`config.mk`:
```
export PLATFORM = sky130hd
export DESIGN_NAME = addsub_arbiter_flat
export DESIGN_NICKNAME = d
export VERILOG_FILES = /design/src/rtl/addsub_arbiter_if.sv /design/src/rtl/addsub_arbiter.sv /design/src/flat_wrapper.sv
export SDC_FILE = /design/constraint.sdc
export NUM_CORES = 1
export LEC_CHECK = 0
export ABC_AREA = 1
export BUFFER_PORTS_ARGS = -buffer_cell sky130_fd_sc_hd__buf_4
export CAP_MARGIN = 20
export CORE_MARGIN = 2
export CORE_UTILIZATION = 45
export DETAILED_ROUTE_END_ITERATION = 6
export GPL_ROUTABILITY_DRIVEN = 0
export GPL_TIMING_DRIVEN = 0
export PLACE_DENSITY = 0.78
export SLEW_MARGIN = 20
export SYNTH_ARGS = -nofsm -noshare
export SYNTH_HDL_FRONTEND = slang
export SYNTH_SLANG_ARGS = --single-unit
export TNS_END_PERCENT = 1
```
`constraint.sdc`:
```
create_clock -name clk -period 2.75 [get_ports clk]
set_input_delay 0.275 -clock clk [delete_from_list [all_inputs] [get_ports clk]]
set_output_delay 0.275 -clock clk [all_outputs]
set_load 0.01 [all_outputs]
```
`src/rtl/addsub_arbiter_if.sv`:
```
// Request/response bundle for addsub_arbiter: two requester channels sharing
// one add/sub unit and a single registered response channel.
interface addsub_arbiter_if #(
  parameter int W = 32
);
  logic         req0_valid;
  logic         req0_ready;
  logic [W-1:0] req0_a;
  logic [W-1:0] req0_b;
  logic         req0_sub;

  logic         req1_valid;
  logic         req1_ready;
  logic [W-1:0] req1_a;
  logic [W-1:0] req1_b;
  logic         req1_sub;

  logic         rsp_valid;
  logic         rsp_ready;
  logic         rsp_id;
  logic [W-1:0] rsp_result;
  logic         rsp_pos_ovf;
  logic         rsp_neg_ovf;

  modport slave (
    input  req0_valid, req0_a, req0_b, req0_sub,
    input  req1_valid, req1_a, req1_b, req1_sub,
    input  rsp_ready,
    output req0_ready, req1_ready,
    output rsp_valid, rsp_id, rsp_result, rsp_pos_ovf, rsp_neg_ovf
  );

  modport master (
    output req0_valid, req0_a, req0_b, req0_sub,
    output req1_valid, req1_a, req1_b, req1_sub,
    output rsp_ready,
    input  req0_ready, req1_ready,
    input  rsp_valid, rsp_id, rsp_result, rsp_pos_ovf, rsp_neg_ovf
  );
endinterface

```
`src/rtl/addsub_arbiter.sv`:
```
// Two-requester round-robin arbiter in front of one shared signed add/sub unit,
// with a single registered response stage (latency 1, one op per cycle).
module addsub_arbiter #(
  parameter int W   = 32,
  parameter int SAT = 0
) (
  input logic              clk,
  input logic              rst,
  addsub_arbiter_if.slave  bus
);

  logic         prio;
  logic         grant;
  logic         can_accept;
  logic         ready0;
  logic         ready1;
  logic         accept;

  logic [W-1:0] op_a;
  logic [W-1:0] op_b;
  logic         op_sub;
  logic [W-1:0] b_eff;
  logic [W-1:0] sum;
  logic         pos_ovf;
  logic         neg_ovf;
  logic [W-1:0] result;

  logic         rsp_valid_q;
  logic         rsp_id_q;
  logic [W-1:0] rsp_result_q;
  logic         rsp_pos_ovf_q;
  logic         rsp_neg_ovf_q;

  assign can_accept = ~rsp_valid_q | bus.rsp_ready;

  always_comb begin
    grant = prio;
    if (bus.req0_valid && !bus.req1_valid) begin
      grant = 1'b0;
    end else if (!bus.req0_valid && bus.req1_valid) begin
      grant = 1'b1;
    end
  end

  // Readies are held low during reset so nothing is accepted into a stage being cleared.
  assign ready0 = ~rst & can_accept & ~grant & bus.req0_valid;
  assign ready1 = ~rst & can_accept &  grant & bus.req1_valid;
  assign accept = ready0 | ready1;

  assign bus.req0_ready = ready0;
  assign bus.req1_ready = ready1;

  // Only the granted requester's operands reach the datapath.
  always_comb begin
    op_a   = bus.req0_a;
    op_b   = bus.req0_b;
    op_sub = bus.req0_sub;
    if (grant) begin
      op_a   = bus.req1_a;
      op_b   = bus.req1_b;
      op_sub = bus.req1_sub;
    end
  end

  // Subtraction as a + ~b + 1; the sign of ~b is the effective sign of -b for overflow.
  assign b_eff   = op_sub ? ~op_b : op_b;
  assign sum     = op_a + b_eff + {{(W-1){1'b0}}, op_sub};
  assign pos_ovf = ~op_a[W-1] & ~b_eff[W-1] &  sum[W-1];
  assign neg_ovf =  op_a[W-1] &  b_eff[W-1] & ~sum[W-1];

  always_comb begin
    result = sum;
    if (SAT != 0) begin
      if (pos_ovf) begin
        result = {1'b0, {(W-1){1'b1}}};
      end else if (neg_ovf) begin
        result = {1'b1, {(W-1){1'b0}}};
      end
    end
  end

  always_ff @(posedge clk) begin
    if (rst) begin
      rsp_valid_q   <= 1'b0;
      rsp_id_q      <= 1'b0;
      rsp_result_q  <= '0;
      rsp_pos_ovf_q <= 1'b0;
      rsp_neg_ovf_q <= 1'b0;
      prio          <= 1'b0;
    end else if (accept) begin
      rsp_valid_q   <= 1'b1;
      rsp_id_q      <= grant;
      rsp_result_q  <= result;
      rsp_pos_ovf_q <= pos_ovf;
      rsp_neg_ovf_q <= neg_ovf;
      prio          <= ~grant;
    end else if (bus.rsp_ready) begin
      rsp_valid_q   <= 1'b0;
    end
  end

  assign bus.rsp_valid   = rsp_valid_q;
  assign bus.rsp_id      = rsp_id_q;
  assign bus.rsp_result  = rsp_result_q;
  assign bus.rsp_pos_ovf = rsp_pos_ovf_q;
  assign bus.rsp_neg_ovf = rsp_neg_ovf_q;

endmodule

```
`src/flat_wrapper.sv`:
```
// flat-port wrapper written by rule: the top's interface ports become plain ports
module addsub_arbiter_flat 
#(
  parameter int W   = 32,
  parameter int SAT = 0
)
  (clk, rst, bus_req0_valid, bus_req0_a, bus_req0_b, bus_req0_sub, bus_req1_valid, bus_req1_a, bus_req1_b, bus_req1_sub, bus_rsp_ready, bus_req0_ready, bus_req1_ready, bus_rsp_valid, bus_rsp_id, bus_rsp_result, bus_rsp_pos_ovf, bus_rsp_neg_ovf);
  addsub_arbiter_if #(.W(W)) bus_i ();
  input logic clk;
  input logic rst;
  input wire logic [$bits(bus_i.req0_valid)-1:0] bus_req0_valid;
  input wire logic [$bits(bus_i.req0_a)-1:0] bus_req0_a;
  input wire logic [$bits(bus_i.req0_b)-1:0] bus_req0_b;
  input wire logic [$bits(bus_i.req0_sub)-1:0] bus_req0_sub;
  input wire logic [$bits(bus_i.req1_valid)-1:0] bus_req1_valid;
  input wire logic [$bits(bus_i.req1_a)-1:0] bus_req1_a;
  input wire logic [$bits(bus_i.req1_b)-1:0] bus_req1_b;
  input wire logic [$bits(bus_i.req1_sub)-1:0] bus_req1_sub;
  input wire logic [$bits(bus_i.rsp_ready)-1:0] bus_rsp_ready;
  output wire logic [$bits(bus_i.req0_ready)-1:0] bus_req0_ready;
  output wire logic [$bits(bus_i.req1_ready)-1:0] bus_req1_ready;
  output wire logic [$bits(bus_i.rsp_valid)-1:0] bus_rsp_valid;
  output wire logic [$bits(bus_i.rsp_id)-1:0] bus_rsp_id;
  output wire logic [$bits(bus_i.rsp_result)-1:0] bus_rsp_result;
  output wire logic [$bits(bus_i.rsp_pos_ovf)-1:0] bus_rsp_pos_ovf;
  output wire logic [$bits(bus_i.rsp_neg_ovf)-1:0] bus_rsp_neg_ovf;
  assign bus_i.req0_valid = bus_req0_valid;
  assign bus_i.req0_a = bus_req0_a;
  assign bus_i.req0_b = bus_req0_b;
  assign bus_i.req0_sub = bus_req0_sub;
  assign bus_i.req1_valid = bus_req1_valid;
  assign bus_i.req1_a = bus_req1_a;
  assign bus_i.req1_b = bus_req1_b;
  assign bus_i.req1_sub = bus_req1_sub;
  assign bus_i.rsp_ready = bus_rsp_ready;
  assign bus_req0_ready = bus_i.req0_ready;
  assign bus_req1_ready = bus_i.req1_ready;
  assign bus_rsp_valid = bus_i.rsp_valid;
  assign bus_rsp_id = bus_i.rsp_id;
  assign bus_rsp_result = bus_i.rsp_result;
  assign bus_rsp_pos_ovf = bus_i.rsp_pos_ovf;
  assign bus_rsp_neg_ovf = bus_i.rsp_neg_ovf;
  addsub_arbiter #(.W(W), .SAT(SAT)) u_core (.clk(clk), .rst(rst), .bus(bus_i));
endmodule
```
==> metrics.md, run 1 <==
| Metric | Value |
|---|---|
| First-pass GRT wire length | ~22000 um |
| Delay-heaviest family, CP | compound AO/OA/AOI/OAI gates |
| Setup_tns | -5.56 ns |
| I/O pin count | 173 |
| Multi-input logic area | between 3000 and 4000 um2 |
| Reg power frac | 0.181 |
| Mapped Nets | roughly 850 |
| Main synth FF type | dfxtp_1 |
| Final hold violations | 0 |
| CTS clk-pin slew, worst paths | roughly 0.07 ns |
| #FFs+latches synth | 37 |
| Vias in the first global route | around 5000 |
| Initial Util | 0.463 |
| RSZ-0062 raised after global routing | true |
| Kind of critical path | reg -> reg |
| Via/cell ratio | between 5 and 6 |
| Top cell type's share of synthesized area | 0.174 |
| Worst Skew | 0.00622 ns |
| Post-DR wirelength/cell | 14.4 um |
| Grt total ovfl | 0 |
| Antenna violations before repair | 0 |
| Post-route ant nets | 0 |
| Setup crit start kind | flop |
| Synth Area per Inst | about 6.3 um2 |
| Kind of end point of the critical path | flop |
| Final net count | between 1000 and 1500 |
| CTS root buffer | clkbuf_8 |
| Max-cap violation count | 0 |
| Ant. Diodes | 0 |
| Slowest-stage cell, CP | dfxtp_2 |
| Area of the mapped netlist | roughly 4300 um2 |
| Fillcell total | between 700 and 800 |
| Top post-synthesis cells by area | dfxtp_1 17%, nand2_1 15%, xor2_1 9.7% |
| Synth unique cells | 38 |
| Min Hold Slack | approximately 0.26 ns |
| Vias after detailed routing | 5367 |
| Worst-Skew Late Latency | ~0.3 ns |
| Largest net degree at the start of global routing | 12 |
| Maximum VDD drop | roughly 0.31 mV |
| HPWL after DPL | between 10000 and 15000 um |
| Synth Instances | 680 |
| Top post-synthesis cells by count | 172 x nand2_1, 86 x nor2_1, 70 x inv_1 |
| EDFF count, synth | 0 |
| Sw frac | 0.452 |
| Minimum clock period | between 3 and 4 ns |
| Slew @ Worst Pin | approximately 0.51 ns |
| Fin. max-slew vios | 0 |
| Synth Warn # | 0 |
| Crit-path max cell delay | between 0.3 and 0.4 ns |
| H-tree depth | 2 |
| CP cell instances | nand2_2, nand2_4, nand2_4, buf_12, buf_12, buf_12, buf_4, mux2i_2, xor2_1, ha_1, a21oi_2, o21ai_2, a21oi_1, o21ai_2, a21o_1, buf_4, buf_4, xor2_1, o21ai_1, inv_1 |
| Share of cells above drive strength 1 | 0.357 |
| Core Rows | 35 |
| Post-route cell area | ~6500 um2 |
| CTS tree | done |
| Failing checks | negative setup slack |
| Fin crit share | 1.14 |
| Combinational share of power | 0.681 |
| CTS Buffer Depth | 2 |
| Dominant cell type by area after synthesis | dfxtp_1 |
| Core Box Area | around 9000 um2 |
| Static Leak | ~0.0035 uW |
| Worst Path Max Fanout | 7 |
| Final setup viols | 26 |
| Die area | about 10000 um2 |
| Ys async rst share | 0 |
| Top-count cell post-synth | nand2_1 |
| Drt first pass iters | 7 |
| Crit path arrival time | between 3 and 4 ns |
| CP bufs+invs | 7 |
| Clock Sinks | 37 |
| Switching power | 1610 uW |
| Crit path required time | just under 3 ns |
| Total routed wirelength | roughly 14000 um |
| DRC errors left | 0 |
| Register area share after synthesis | 0.174 |
| Status | finished with violations |
| Cell area power density | between 500 and 600 nW/um2 |
| Setup WS post-layout | -0.374 ns |
| Worst hold path type | in -> reg |
| Clock network power share | 0.137 |
| Total GRT Usage | 0.264 |
| F_max | about 320 MHz |
| P_int | 1950 uW |
| Number of I/O port buffers | approximately 170 |
| DRT iter0 DRCs | about 410 |
| Die height | just over 100 um |
| Die Wd | between 100 and 150 um |
| DP Area | around 5700 um2 |
| Area grow syn2layout | 53.1% |
| Relative slew slack | 0.659 |
| Sequential Area | 742 um2 |
| CTS buffer count | 5 |
-- sequential cells by signal, indices dropped and copies added, names as in the netlist --
register	flops
u_core.bus.rsp_id	1
u_core.bus.rsp_neg_ovf	1
u_core.bus.rsp_pos_ovf	1
u_core.bus.rsp_result	32
u_core.bus.rsp_valid	1
u_core.prio	1
-- routing by layer --
layer	GRT usage	up-vias	part of all wire
li1	-	2627	-
met1	0.349	2408	0.42
met2	0.461	301	0.48
met3	0.0228	31	0.077
met4	0.0707	0	0.021
met5	0	-	0
-- layout make-up --
class | count | area share
Timing Repair Buffer | 205 | 0.238
Inverter | 73 | 0.0420
Sequential cell | 37 | 0.114
Buffer | 22 | 0.0303
Multi-Input combinational cell | 548 | 0.537
Tap cell | 111 | 0.0213
Clock inverter | 1 | 0.00460
Clock buffer | 7 | 0.0132
-- power by group through the flow --
stage | logic (uW) | registers (uW) | clock network [uW]
2_1_floorplan | 1300 | 680 | 0
3_3_place_gp | 1900 | 652 | 0
3_5_place_dp | 1940 | 656 | 0
4_1_cts | 2120 | 645 | 492
5_1_grt | 2620 | 652 | 507
6_report | 2420 | 645 | 488
-- tightest hold or removal path, stage by stage --
cell and delay [ns]:
buf_4 0.07, inv_1 0.03, nand2_1 0.07, a21oi_1 0.06
-- stage by stage --
stage / utilization / total power, uW / std cells / setup slack, ns
after floorplan: - / 1980 / 680 / -0.0225
after global placement: 0.624 / 2550 / 963 / -0.613
after detailed placement: 0.624 / 2590 / 963 / -0.687
after CTS: 0.671 / 3260 / 992 / -0.263
after global routing: 0.709 / 3780 / 1004 / -0.485
final: 0.709 / 3560 / 1004 / -0.374
-- logic make-up after synthesis --
family | share of synthesized area
AND/OR/NAND/NOR | 0.301
AO/OA/AOI/OAI | 0.160
buffers and inverters | 0.0869
XOR/XNOR | 0.107
flip-flops | 0.174
adder cells (fa/ha/maj) | 0.0986
multiplexers | 0.0728
-- cell usage in the layout, fill, tap and decap left out, types with 3 or more instances in the layout --
cell type and count:
buf_4 205, inv_2 5, xnor2_1 5, a21o_1 6, o21ai_0 27, ha_1 26, inv_1 68, nand2_2 17
clkbuf_1 6, nand2_1 165, nand3_2 3, nor3_1 3, o21ai_2 6, ha_4 5, buf_12 4, o211ai_1 3
a21oi_2 15, mux2i_2 9, a31oi_2 3, nor2_1 83, o21ai_1 17, dfxtp_1 36, xor2_2 5, buf_2 4
a31oi_1 4, nand2_4 4, a21oi_1 31, nand3_1 19, xor2_1 42, clkbuf_8 7, nor3_2 4, mux2i_1 20
-- repair_timing --
item / CTS / global route
setup endpoints to repair: 27 / 29
hold buffers: 0 / 0
hold endpoints to repair: 0 / 0
pin swaps: 22 / 27
buffers inserted: 21 / 12
gates resized for setup: 47 / 63
-- path summary, 6_finish.rpt --
| check | startpoint | end | slack (ns) | cells after the start |
|---|---|---|---|---|
| worst max-delay path | u_core.prio | u_core.bus.rsp_result[18] | -0.37 | 20 |
| worst min-delay path | bus_rsp_ready | u_core.bus.rsp_valid | 0.26 | 4 |
| worst max register to register | u_core.prio | u_core.bus.rsp_result[18] | -0.37 | 20 |
| worst min register to register | u_core.bus.rsp_neg_ovf | u_core.bus.rsp_neg_ovf | 0.47 | 2 |
(Power assumes the default switching activity.)
==> run 2, diff against run 1 <==
Settings changed: RECOVER_POWER set to 25.
==> metrics.md, run 2 (synthesis results as in run 1) <==
| Metric | Value |
|---|---|
| Fin crit share | 1.14 (about the same) |
| Commonest cells after routing, fill and taps aside | 193 x buf_4, 165 x nand2_1, 83 x nor2_1, 68 x inv_1, 42 x xor2_1 |
| Total GRT Usage | 0.264 (unchanged) |
| Hold_sp | bus_rsp_ready |
| Grt total ovfl | 0 (unchanged) |
| Final net count | 1060 (unchanged) |
| Worst Hold End | u_core.bus.rsp_valid |
| Antenna violations before repair | 0 (unchanged) |
| Die height | 101 um (unchanged) |
| Crit path required time | 2.94 ns (about the same) |
| I/O pin count | 173 (unchanged) |
| Sw frac | 0.454 (+0.00205) |
| RSZ-0062 raised after global routing | true |
| Switching power | 1610 uW (about the same) |
| Fin util | 0.704 (-0.00490) |
| Via/cell ratio | 5.36 (+0.24%) |
| Clock network power share | 0.138 (about the same) |
| Vias after detailed routing | 5380 (+0.24%) |
| Share of cells above drive strength 1 | 0.344 (-0.0134) |
| Minimum clock period | 3.13 ns (+0.00199 ns) |
| Hold depth | 4 (unchanged) |
| Kind of end point of the critical path | flop |
| Worst Path Max Fanout | 7 (unchanged) |
| Crit-path max cell delay | 0.35 ns (about the same) |
| Max reg flops | 32 (unchanged) |
| Relative slew slack | 0.659 (about the same) |
| CTS Buffer Depth | 2 (unchanged) |
| Core Rows | 35 (unchanged) |
| HPWL after DPL | 11200 um (unchanged) |
| DRC errors left | 0 (unchanged) |
| DRT iter0 DRCs | 407 (+0.49%) |
| CP cell instances | nand2_2, nand2_4, nand2_4, buf_12, buf_12, buf_12, buf_4, mux2i_2, xor2_1, ha_1, a21oi_2, o21ai_2, a21oi_1, o21ai_2, a21o_1, buf_4, buf_4, xor2_1, o21ai_1, inv_1 |
| Maximum VDD drop | 0.313 mV (about the same) |
| Slowest-stage cell, CP | dfxtp_2 |
| H-tree depth | 2 (unchanged) |
| Post-route ant nets | 0 (unchanged) |
| CP bufs+invs | 7 (unchanged) |
| Max-cap violation count | 0 (unchanged) |
| Clock Sinks | 37 (unchanged) |
| Worst hold path type | in -> reg |
| Post-DR wirelength/cell | 14.4 um (about the same) |
| Core Box Area | 9200 um2 (unchanged) |
| CTS clk-pin slew, worst paths | 0.07 ns (about the same) |
| Reg power frac | 0.182 (about the same) |
| CTS buffer count | 5 (unchanged) |
| Final Non-Filler Cells | 1004 (unchanged) |
| CTS tree | done |
| R2R Path Start | u_core.prio |
| Worst-Skew Late Latency | 0.30 ns (about the same) |
| Total routed wirelength | 14500 um (about the same) |
| Cell count of the worst reg-to-reg path | 20 (unchanged) |
| F_max | 320 MHz (about the same) |
| Setup WS post-layout | -0.376 ns (-0.00199 ns) |
| Final setup viols | 26 (unchanged) |
| Number of I/O port buffers | 172 (unchanged) |
| Crit path arrival time | 3.32 ns (about the same) |
| First-pass GRT wire length | 22300 um (unchanged) |
| Fillcell total | 765 (+0.53%) |
| Drt first pass iters | 5 (-2) |
| Setup crit start kind | flop |
| Initial Util | 0.463 (unchanged) |
| Fin. max-slew vios | 0 (unchanged) |
| Commonest non-fill, non-tap cell in the layout | buf_4 |
| Ant. Diodes | 0 (unchanged) |
| Worst Skew | 0.00601 ns (-0.000208 ns) |
| Vias in the first global route | 4977 (unchanged) |
| Dpl cells | 963 (unchanged) |
| CTS root buffer | clkbuf_8 |
| Delay-heaviest family, CP | compound AO/OA/AOI/OAI gates |
| Cell area power density | 547 nW/um2 (+0.30%) |
| Die area | 10300 um2 (unchanged) |
| Reg-to-reg endpoint | u_core.bus.rsp_result[18] |
| P_int | 1930 uW (-0.76%) |
| Failing checks | negative setup slack |
| Die Wd | 101 um (unchanged) |
| CTS Hold Bufs | 0 (unchanged) |
| Combinational share of power | 0.680 (about the same) |
| Area grow syn2layout | 52.0% |
| Largest net degree at the start of global routing | 12 (unchanged) |
| Kind of critical path | reg -> reg |
| Static Leak | 0.00348 uW (-1.4%) |
| Final hold violations | 0 (unchanged) |
| R2R setup slack | -0.38 ns (about the same) |
| Status | finished with violations |
| Slew @ Worst Pin | 0.510 ns (+0.000814 ns) |
## run 2: worst max path at each step
| stage | to | slack (ns) | cells past startpoint | start |
|---|---|---|---|---|
| floorplan | u_core.bus.rsp_result[26] | -0.02 | 21 | u_core.prio |
| global placement | u_core.bus.rsp_result[30] | -0.61 | 20 | bus_req1_valid |
| detailed placement | u_core.bus.rsp_result[30] | -0.69 | 21 | bus_req1_valid |
| CTS | u_core.bus.rsp_result[26] | -0.26 | 21 | u_core.prio |
| global route | u_core.bus.rsp_result[30] | -0.48 | 21 | u_core.prio |
| finish | u_core.bus.rsp_result[18] | -0.38 | 20 | u_core.prio |
## run 2: final cells by class
cell class | count | area (um2) | area share
multi-input cells | 548 | 3500 | 0.541
clock buffers | 7 | 86.3 | 0.0133
flip-flops and latches | 37 | 742 | 0.115
inverters | 73 | 274 | 0.0423
plain buffers | 22 | 198 | 0.0305
repair buffers | 205 | 1510 | 0.233
well taps | 111 | 139 | 0.0214
clock inverters | 1 | 30.0 | 0.00464
## run 2: stage by stage
step	instance area, um2	total power (uW)	hold WS, ns	setup TNS, ns	setup slack (ns)
2_1_floorplan	4310	1980	0.460	-0.0403	-0.0225
3_3_place_gp	5740	2550	0.456	-9.60	-0.613
3_5_place_dp	5740	2590	0.459	-10.84	-0.687
4_1_cts	6170	3260	0.262	-3.52	-0.263
5_1_grt	6480	3760	0.286	-9.53	-0.485
6_report	6480	3540	0.263	-5.56	-0.376
## run 2: power groups by stage
stage          registers (uW)  clock network [uW]  logic [uW]
5_1_grt                   652                 507        2600
4_1_cts                   645                 492        2120
6_report                  644                 490        2410
3_3_place_gp              652                   0        1900
2_1_floorplan             680                   0        1300
3_5_place_dp              656                   0        1940
## run 2: metal layers
| layer | up-vias | track usage | wire, um |
|---|---|---|---|
| met4 | 0 | 0.0707 | 329 |
| met2 | 303 | 0.461 | 6880 |
| met5 | - | 0 | 0 |
| met3 | 35 | 0.0228 | 1120 |
| met1 | 2415 | 0.349 | 6130 |
| li1 | 2627 | - | - |
## run 2: timing repair
item	in CTS	in global routing
endpoints found under the setup margin	27	29
gates cloned	0	0
buffers inserted	21	12
pin swaps	22	27
resized for setup	47	63
## run 2: worst min-delay path, stage by stage
cell and delay [ns]:
buf_4 0.07, inv_1 0.03, nand2_1 0.07, a21oi_1 0.06
